## src/rtl/phy_rx_link_ctrl_pkg.sv

```systemverilog
// Shared definitions for the 2-lane PHY RX link-training controller:
// FSM state encoding, default qualification limits and a counter-width helper.
package phy_rx_link_ctrl_pkg;

  typedef enum logic [2:0] {
    ST_IDLE        = 3'd0,
    ST_WAIT_FIRST  = 3'd1,
    ST_WAIT_SECOND = 3'd2,
    ST_LINK_UP     = 3'd3,
    ST_RECOVER     = 3'd4
  } link_state_e;

  localparam int unsigned TIMEOUT_CYCLES_DEF = 64;
  localparam int unsigned MAX_SKEW_DEF       = 4;
  localparam int unsigned LOSS_LIMIT_DEF     = 3;
  localparam int unsigned RETRAIN_WIDTH      = 4;

  // Bits needed to hold values 0..max_val (at least one bit).
  function automatic int unsigned cnt_width(input int unsigned max_val);
    return (max_val < 2) ? 1 : $clog2(max_val + 1);
  endfunction

endpackage

```

## src/rtl/phy_rx_link_ctrl_lane_loss_mon.sv

```systemverilog
// Per-lane loss monitor: counts consecutive cycles a lane is inactive while the
// link is up and flags the cycle on which that run reaches LOSS_LIMIT.
module lane_loss_mon
  import phy_rx_link_ctrl_pkg::*;
#(
  parameter int unsigned LOSS_LIMIT = LOSS_LIMIT_DEF
) (
  input  logic clk_i,
  input  logic rst_i,
  input  logic run_i,
  input  logic active_i,
  output logic loss_o
);

  localparam int unsigned CW = cnt_width(LOSS_LIMIT);

  logic [CW-1:0] cnt_q;
  logic [CW-1:0] cnt_d;

  // Next count: cleared by lane activity or when not monitoring, saturates at the limit.
  always_comb begin
    cnt_d = cnt_q;
    if (!run_i || active_i) begin
      cnt_d = '0;
    end else if (cnt_q != CW'(LOSS_LIMIT)) begin
      cnt_d = cnt_q + CW'(1);
    end
  end

  // Consecutive-inactive counter register.
  always_ff @(posedge clk_i or posedge rst_i) begin
    if (rst_i) begin
      cnt_q <= '0;
    end else begin
      cnt_q <= cnt_d;
    end
  end

  // Flags the sample that brings the inactive run up to LOSS_LIMIT cycles.
  assign loss_o = run_i && !active_i && (cnt_q >= CW'(LOSS_LIMIT - 1));

endmodule

```

## src/rtl/phy_rx_link_ctrl.sv

```systemverilog
// Link-training controller for the 2-lane PHY RX path: waits for both lane
// aligners to lock, measures inter-lane skew, qualifies the link and retrains
// on lane loss, excessive skew or first-lane timeout. All outputs registered.
module phy_rx_link_ctrl
  import phy_rx_link_ctrl_pkg::*;
#(
  parameter int unsigned TIMEOUT_CYCLES = TIMEOUT_CYCLES_DEF,
  parameter int unsigned MAX_SKEW       = MAX_SKEW_DEF,
  parameter int unsigned LOSS_LIMIT     = LOSS_LIMIT_DEF
) (
  input  logic       clk_4f,
  input  logic       reset,
  input  logic       enable,
  input  logic       active_0,
  input  logic       active_1,
  output logic       link_up,
  output logic [1:0] lane_en,
  output logic       skew_lane,
  output logic [2:0] skew_cycles,
  output logic       timeout_err,
  output logic [3:0] retrain_cnt,
  output logic [2:0] state
);

  localparam int unsigned TW = cnt_width(TIMEOUT_CYCLES - 1);
  localparam int unsigned SW = cnt_width(MAX_SKEW);

  link_state_e              state_q, state_d;
  logic [TW-1:0]            tmo_cnt_q, tmo_cnt_d;
  logic [SW-1:0]            skew_cnt_q, skew_cnt_d;
  logic                     lag_lane_q, lag_lane_d;
  logic                     link_up_q, link_up_d;
  logic [1:0]               lane_en_q, lane_en_d;
  logic                     skew_lane_q, skew_lane_d;
  logic [2:0]               skew_cycles_q, skew_cycles_d;
  logic                     timeout_q, timeout_d;
  logic [RETRAIN_WIDTH-1:0] retrain_q, retrain_d;

  logic loss_0, loss_1;
  logic lead_act, lag_act;
  logic link_run;

  assign link_run = (state_q == ST_LINK_UP);

  lane_loss_mon #(.LOSS_LIMIT(LOSS_LIMIT)) u_loss_0 (
    .clk_i    (clk_4f),
    .rst_i    (reset),
    .run_i    (link_run),
    .active_i (active_0),
    .loss_o   (loss_0)
  );

  lane_loss_mon #(.LOSS_LIMIT(LOSS_LIMIT)) u_loss_1 (
    .clk_i    (clk_4f),
    .rst_i    (reset),
    .run_i    (link_run),
    .active_i (active_1),
    .loss_o   (loss_1)
  );

  // Next-state, counter and registered-output logic; !enable overrides all transitions.
  always_comb begin
    state_d       = state_q;
    tmo_cnt_d     = '0;
    skew_cnt_d    = skew_cnt_q;
    lag_lane_d    = lag_lane_q;
    skew_lane_d   = skew_lane_q;
    skew_cycles_d = skew_cycles_q;
    timeout_d     = 1'b0;
    retrain_d     = retrain_q;
    lead_act      = lag_lane_q ? active_0 : active_1;
    lag_act       = lag_lane_q ? active_1 : active_0;

    if (!enable) begin
      state_d    = ST_IDLE;
      skew_cnt_d = '0;
    end else begin
      unique case (state_q)
        ST_IDLE: begin
          skew_cnt_d = '0;
          state_d    = ST_WAIT_FIRST;
        end
        ST_WAIT_FIRST: begin
          skew_cnt_d = '0;
          if (active_0 && active_1) begin
            state_d       = ST_LINK_UP;
            skew_lane_d   = 1'b0;
            skew_cycles_d = '0;
          end else if (active_0 || active_1) begin
            state_d    = ST_WAIT_SECOND;
            lag_lane_d = active_0;
            skew_cnt_d = SW'(1);
          end else if (tmo_cnt_q == TW'(TIMEOUT_CYCLES - 1)) begin
            state_d   = ST_RECOVER;
            timeout_d = 1'b1;
          end else begin
            tmo_cnt_d = tmo_cnt_q + TW'(1);
          end
        end
        ST_WAIT_SECOND: begin
          if (!lead_act) begin
            state_d    = ST_WAIT_FIRST;
            skew_cnt_d = '0;
          end else if (lag_act) begin
            state_d       = ST_LINK_UP;
            skew_lane_d   = lag_lane_q;
            skew_cycles_d = 3'(skew_cnt_q);
          end else if (skew_cnt_q >= SW'(MAX_SKEW)) begin
            state_d = ST_RECOVER;
          end else begin
            skew_cnt_d = skew_cnt_q + SW'(1);
          end
        end
        ST_LINK_UP: begin
          if (loss_0 || loss_1) begin
            state_d = ST_RECOVER;
          end
        end
        ST_RECOVER: begin
          state_d = ST_WAIT_FIRST;
        end
        default: begin
          state_d = ST_IDLE;
        end
      endcase
    end

    if (state_d == ST_IDLE) begin
      skew_lane_d   = 1'b0;
      skew_cycles_d = '0;
    end

    if (state_d == ST_RECOVER && state_q != ST_RECOVER && retrain_q != '1) begin
      retrain_d = retrain_q + RETRAIN_WIDTH'(1);
    end

    link_up_d = (state_d == ST_LINK_UP);
    lane_en_d = {2{link_up_d}};
  end

  // State, counters and output registers.
  always_ff @(posedge clk_4f or posedge reset) begin
    if (reset) begin
      state_q       <= ST_IDLE;
      tmo_cnt_q     <= '0;
      skew_cnt_q    <= '0;
      lag_lane_q    <= 1'b0;
      link_up_q     <= 1'b0;
      lane_en_q     <= '0;
      skew_lane_q   <= 1'b0;
      skew_cycles_q <= '0;
      timeout_q     <= 1'b0;
      retrain_q     <= '0;
    end else begin
      state_q       <= state_d;
      tmo_cnt_q     <= tmo_cnt_d;
      skew_cnt_q    <= skew_cnt_d;
      lag_lane_q    <= lag_lane_d;
      link_up_q     <= link_up_d;
      lane_en_q     <= lane_en_d;
      skew_lane_q   <= skew_lane_d;
      skew_cycles_q <= skew_cycles_d;
      timeout_q     <= timeout_d;
      retrain_q     <= retrain_d;
    end
  end

  assign link_up     = link_up_q;
  assign lane_en     = lane_en_q;
  assign skew_lane   = skew_lane_q;
  assign skew_cycles = skew_cycles_q;
  assign timeout_err = timeout_q;
  assign retrain_cnt = retrain_q;
  assign state       = state_q;

endmodule

```

## config.mk

```make
export PLATFORM = sky130hd
export DESIGN_NAME = phy_rx_link_ctrl
export DESIGN_NICKNAME = d
export VERILOG_FILES = /design/src/rtl/phy_rx_link_ctrl_pkg.sv /design/src/rtl/phy_rx_link_ctrl_lane_loss_mon.sv /design/src/rtl/phy_rx_link_ctrl.sv
export SDC_FILE = /design/constraint.sdc
export NUM_CORES = 1
export LEC_CHECK = 0
export CAP_MARGIN = 5
export CORE_UTILIZATION = 34
export DETAILED_ROUTE_END_ITERATION = 8
export MAX_ROUTING_LAYER = met4
export PLACE_DENSITY = 0.62
export SLEW_MARGIN = 10
export SYNTH_ARGS = -nofsm -noshare
export SYNTH_HDL_FRONTEND = slang
export SYNTH_SLANG_ARGS = --single-unit
```

## constraint.sdc

```tcl
create_clock -name clk_4f -period 3.78 [get_ports clk_4f]
set_input_delay 0.756 -clock clk_4f [delete_from_list [all_inputs] [get_ports clk_4f]]
set_output_delay 0.756 -clock clk_4f [all_outputs]
set_load 0.01 [all_outputs]
```

==> metrics.yaml <==
critical_path:
  slowest_stage: "or4b_2"
  crit_path_start_kind: "input pin"
  reg2regPathDepth: 4
  critical_path.max_stage_delay_ns: 0.68
  crit_required_ns: 4.01
  setup.worst_path.class: "in2reg"
  path_depth: 7
  cp_data_arrival_time_ns: 2.97
  critPathTopFamily: "simple AND/OR/NAND/NOR gates"
  critPathCaptureType: "flip-flop"
  crit_path_max_fanout: 11
  crit_chain: "clkdlybuf4s50_1 > inv_1 > ha_1 > nor2b_1 > and4_1 > or4b_2 > nand3_1"
  crit_buf_inv: 2
clock_tree:
  numCtsBuffers: 3
  root_buffer: "clkbuf_8"
  cts_resized: 0
  postCtsSetupBuffers: 0
  clkSlewWorstSetupHoldPaths_ns: 0.11
  postCtsHoldBufs: 0
  tritoncts: "done"
  max-clock-path-buffers: 2
  htreeDepth: 1
  clk_latency_ns: 0.28
  clock_sinks: 27
synth:
  syn-instance-count: 160
  synth.avg_cell_area_um2: 10.01
  synthFlopType: "dfrtp_1"
  synth_edf_count: 0
  seq_area_frac_synth: 0.4219
  synth_area_leaders: "dfrtp_1 (42%), ha_1 (7.0%), nor2_1 (4.7%), mux2i_1 (3.1%), xnor2_1 (2.7%)"
  yosys_register_bits: 27
  yosysTopAreaCell: "dfrtp_1"
  synth_area_um2: 1602
  async_reset_ff_frac: 1.000
  yosysTopAreaCellShare: 0.4219
  syn_nets: 174
  yosysMostFrequentCell: "dfrtp_1"
  yosys.cell_types.count: 43
  synth_common_cells: "dfrtp_1 (27), nor2_1 (20), ha_1 (9)"
  synth-warning-count: 0
timing:
  rsz0062_at_grt: "false"
  hold_viol: 0
  fmax_mhz: 365.3
  finalCriticalPeriod_ns: 2.738
  setup_tns_ns: 0
  worstMarginPinSlew_ns: 1.013
  period_share: 0.7243
  finClkSkew_ns: 0.01385
  relSlewSlack: 0.3241
  worst_hold_slack_ns: 0.4721
  setup_viol: 0
  fin_ws_ns: 1.042
  slew_violations: 0
placed_design:
  dpl-instance-area_um2: 1792
  place_congestion: 0.8182
  portBuffers: 19
  dpl_worst_slack_ns: 0.7478
  hpwl_um: 2486
power:
  switchingPower_mw: 0.1721
  power_frac_comb: 0.171
  intPower_mw: 0.4216
  vdd.ir_drop.worst_mv: 0.2650
  p_per_area_nw_per_um2: 322.6
  power_frac_seq: 0.537
  clockPowerShare: 0.293
  leakage_nw: 0.8121
  p_total_mw: 0.5937
  swShare: 0.2899
job:
  maxCapViolations: 0
grt:
  grt_max_degree: 28
  grt_antenna_before_repair: 0
  grt_usage: 0.1470
  grt_pass1_vias: 1258
  grt_pass1_wl_um: 5664
  overflow: 0
die:
  ios: 20
  num_rows: 24
  start_util: 0.3604
  die_h_um: 70.63
  die_w_um: 70.63
  coreArea_um2: 4444
  dieArea_um2: 4989
layout:
  areaGrowthSynthToFinish_pct: 14.92
  fillers: 454
  antenna_cells: 0
  fin_nets: 190
  final_area_um2: 1841
  drive_above_1_share: 0.08571
routing:
  routed_via_density: 5.410
  dr.pass1.iters: 6
  drt-wirelength-per-cell_um: 14.87
  drc: 2
  drt_iter0_markers: 52
  vias: 1228
  ant_nets: 0
  wirelength_um: 3376
run_status:
  outcome: "finished with violations"
  violations: "DRC"
hold_path:
  whs_path_depth: 1
  hp-class: "reg2reg"
## worst paths after layout
| kind | from | endpoint | slack [ns] |
|---|---|---|---|
| worst max-delay path | active_0 | retrain_cnt[3] | 1.04 |
| min in group asynchronous | reset | retrain_cnt[3] | 1.02 |
| worst max register to register | state[1] | retrain_cnt[1] | 1.74 |
| max in group asynchronous | reset | state[2] | 2.14 |
| worst min register to register | tmo_cnt_q[0] | tmo_cnt_q[0] | 0.47 |
| worst min-delay path | tmo_cnt_q[0] | tmo_cnt_q[0] | 0.47 |
## cell type report
cell class	instances	area (um^2)	share of cell area
Timing Repair Buffer	19	190.2	0.1033
Sequential cell	27	675.6	0.3671
Tap cell	52	65.06	0.03535
Inverter	7	26.28	0.01428
Clock buffer	3	41.29	0.02243
Multi-Input combinational cell	118	834.6	0.4534
Clock inverter	1	7.507	0.004079
## through the flow
| stage | utilization | std cells |
|---|---|---|
| finish | 0.4141 | 227 |
| global route | 0.4141 | 227 |
| CTS | 0.4141 | 227 |
| detailed placement | 0.4032 | 223 |
| global placement | 0.4032 | 223 |
| floorplan | - | 160 |
## kinds of logic (layout without fill, tap and decap cells)
| logic type | after synthesis | count (layout) | share of synthesized area |
|---|---|---|---|
| simple gates | 60 | 60 | 0.2109 |
| fa+ha+maj | 9 | 9 | 0.07031 |
| xor+xnor | 8 | 8 | 0.04375 |
| mux | 8 | 8 | 0.05469 |
| flops | 27 | 27 | 0.4219 |
| compound gates | 33 | 33 | 0.1414 |
| buf+inv | 15 | 30 | 0.05703 |
## state kept, by name, summed over array words and instances (netlist names), 2 cells and up
name / flops
u_loss_0.cnt_q: 2
state: 3
skew_cycles: 3
retrain_cnt: 4
tmo_cnt_q: 6
u_loss_1.cnt_q: 2
skew_cnt_q: 3
## layer usage
| layer | global-route usage | vias up | part of all wire |
|---|---|---|---|
| met5 | - | - | 0 |
| met4 | 0.03556 | 0 | 0.0086 |
| met3 | 0.02991 | 2 | 0.033 |
| met2 | 0.2643 | 29 | 0.50 |
| met1 | 0.1683 | 604 | 0.46 |
| li1 | - | 593 | - |
## cell usage in the layout, fill, tap and decap left out, types with 3 or more instances in the layout
cell,n
xnor2_1,5
xor2_1,3
nand2_1,5
dfrtp_1,27
a21oi_1,8
mux2i_1,5
nand3b_1,3
nand2b_1,3
and2_1,5
a31oi_1,3
nor3_1,7
ha_1,9
o21ai_0,6
inv_1,7
clkbuf_8,3
nand3_1,6
nor2_1,20
clkdlybuf4s50_1,19
## power by group through the flow
stage               clock network (mW)  logic, mW  registers, mW
global placement                     0     0.0987          0.324
floorplan                            0     0.0896          0.312
global route                     0.190      0.111          0.321
detailed placement                   0      0.101          0.324
CTS                              0.179      0.101          0.318
finish                           0.174      0.101          0.319
(Power assumes the default switching activity.)
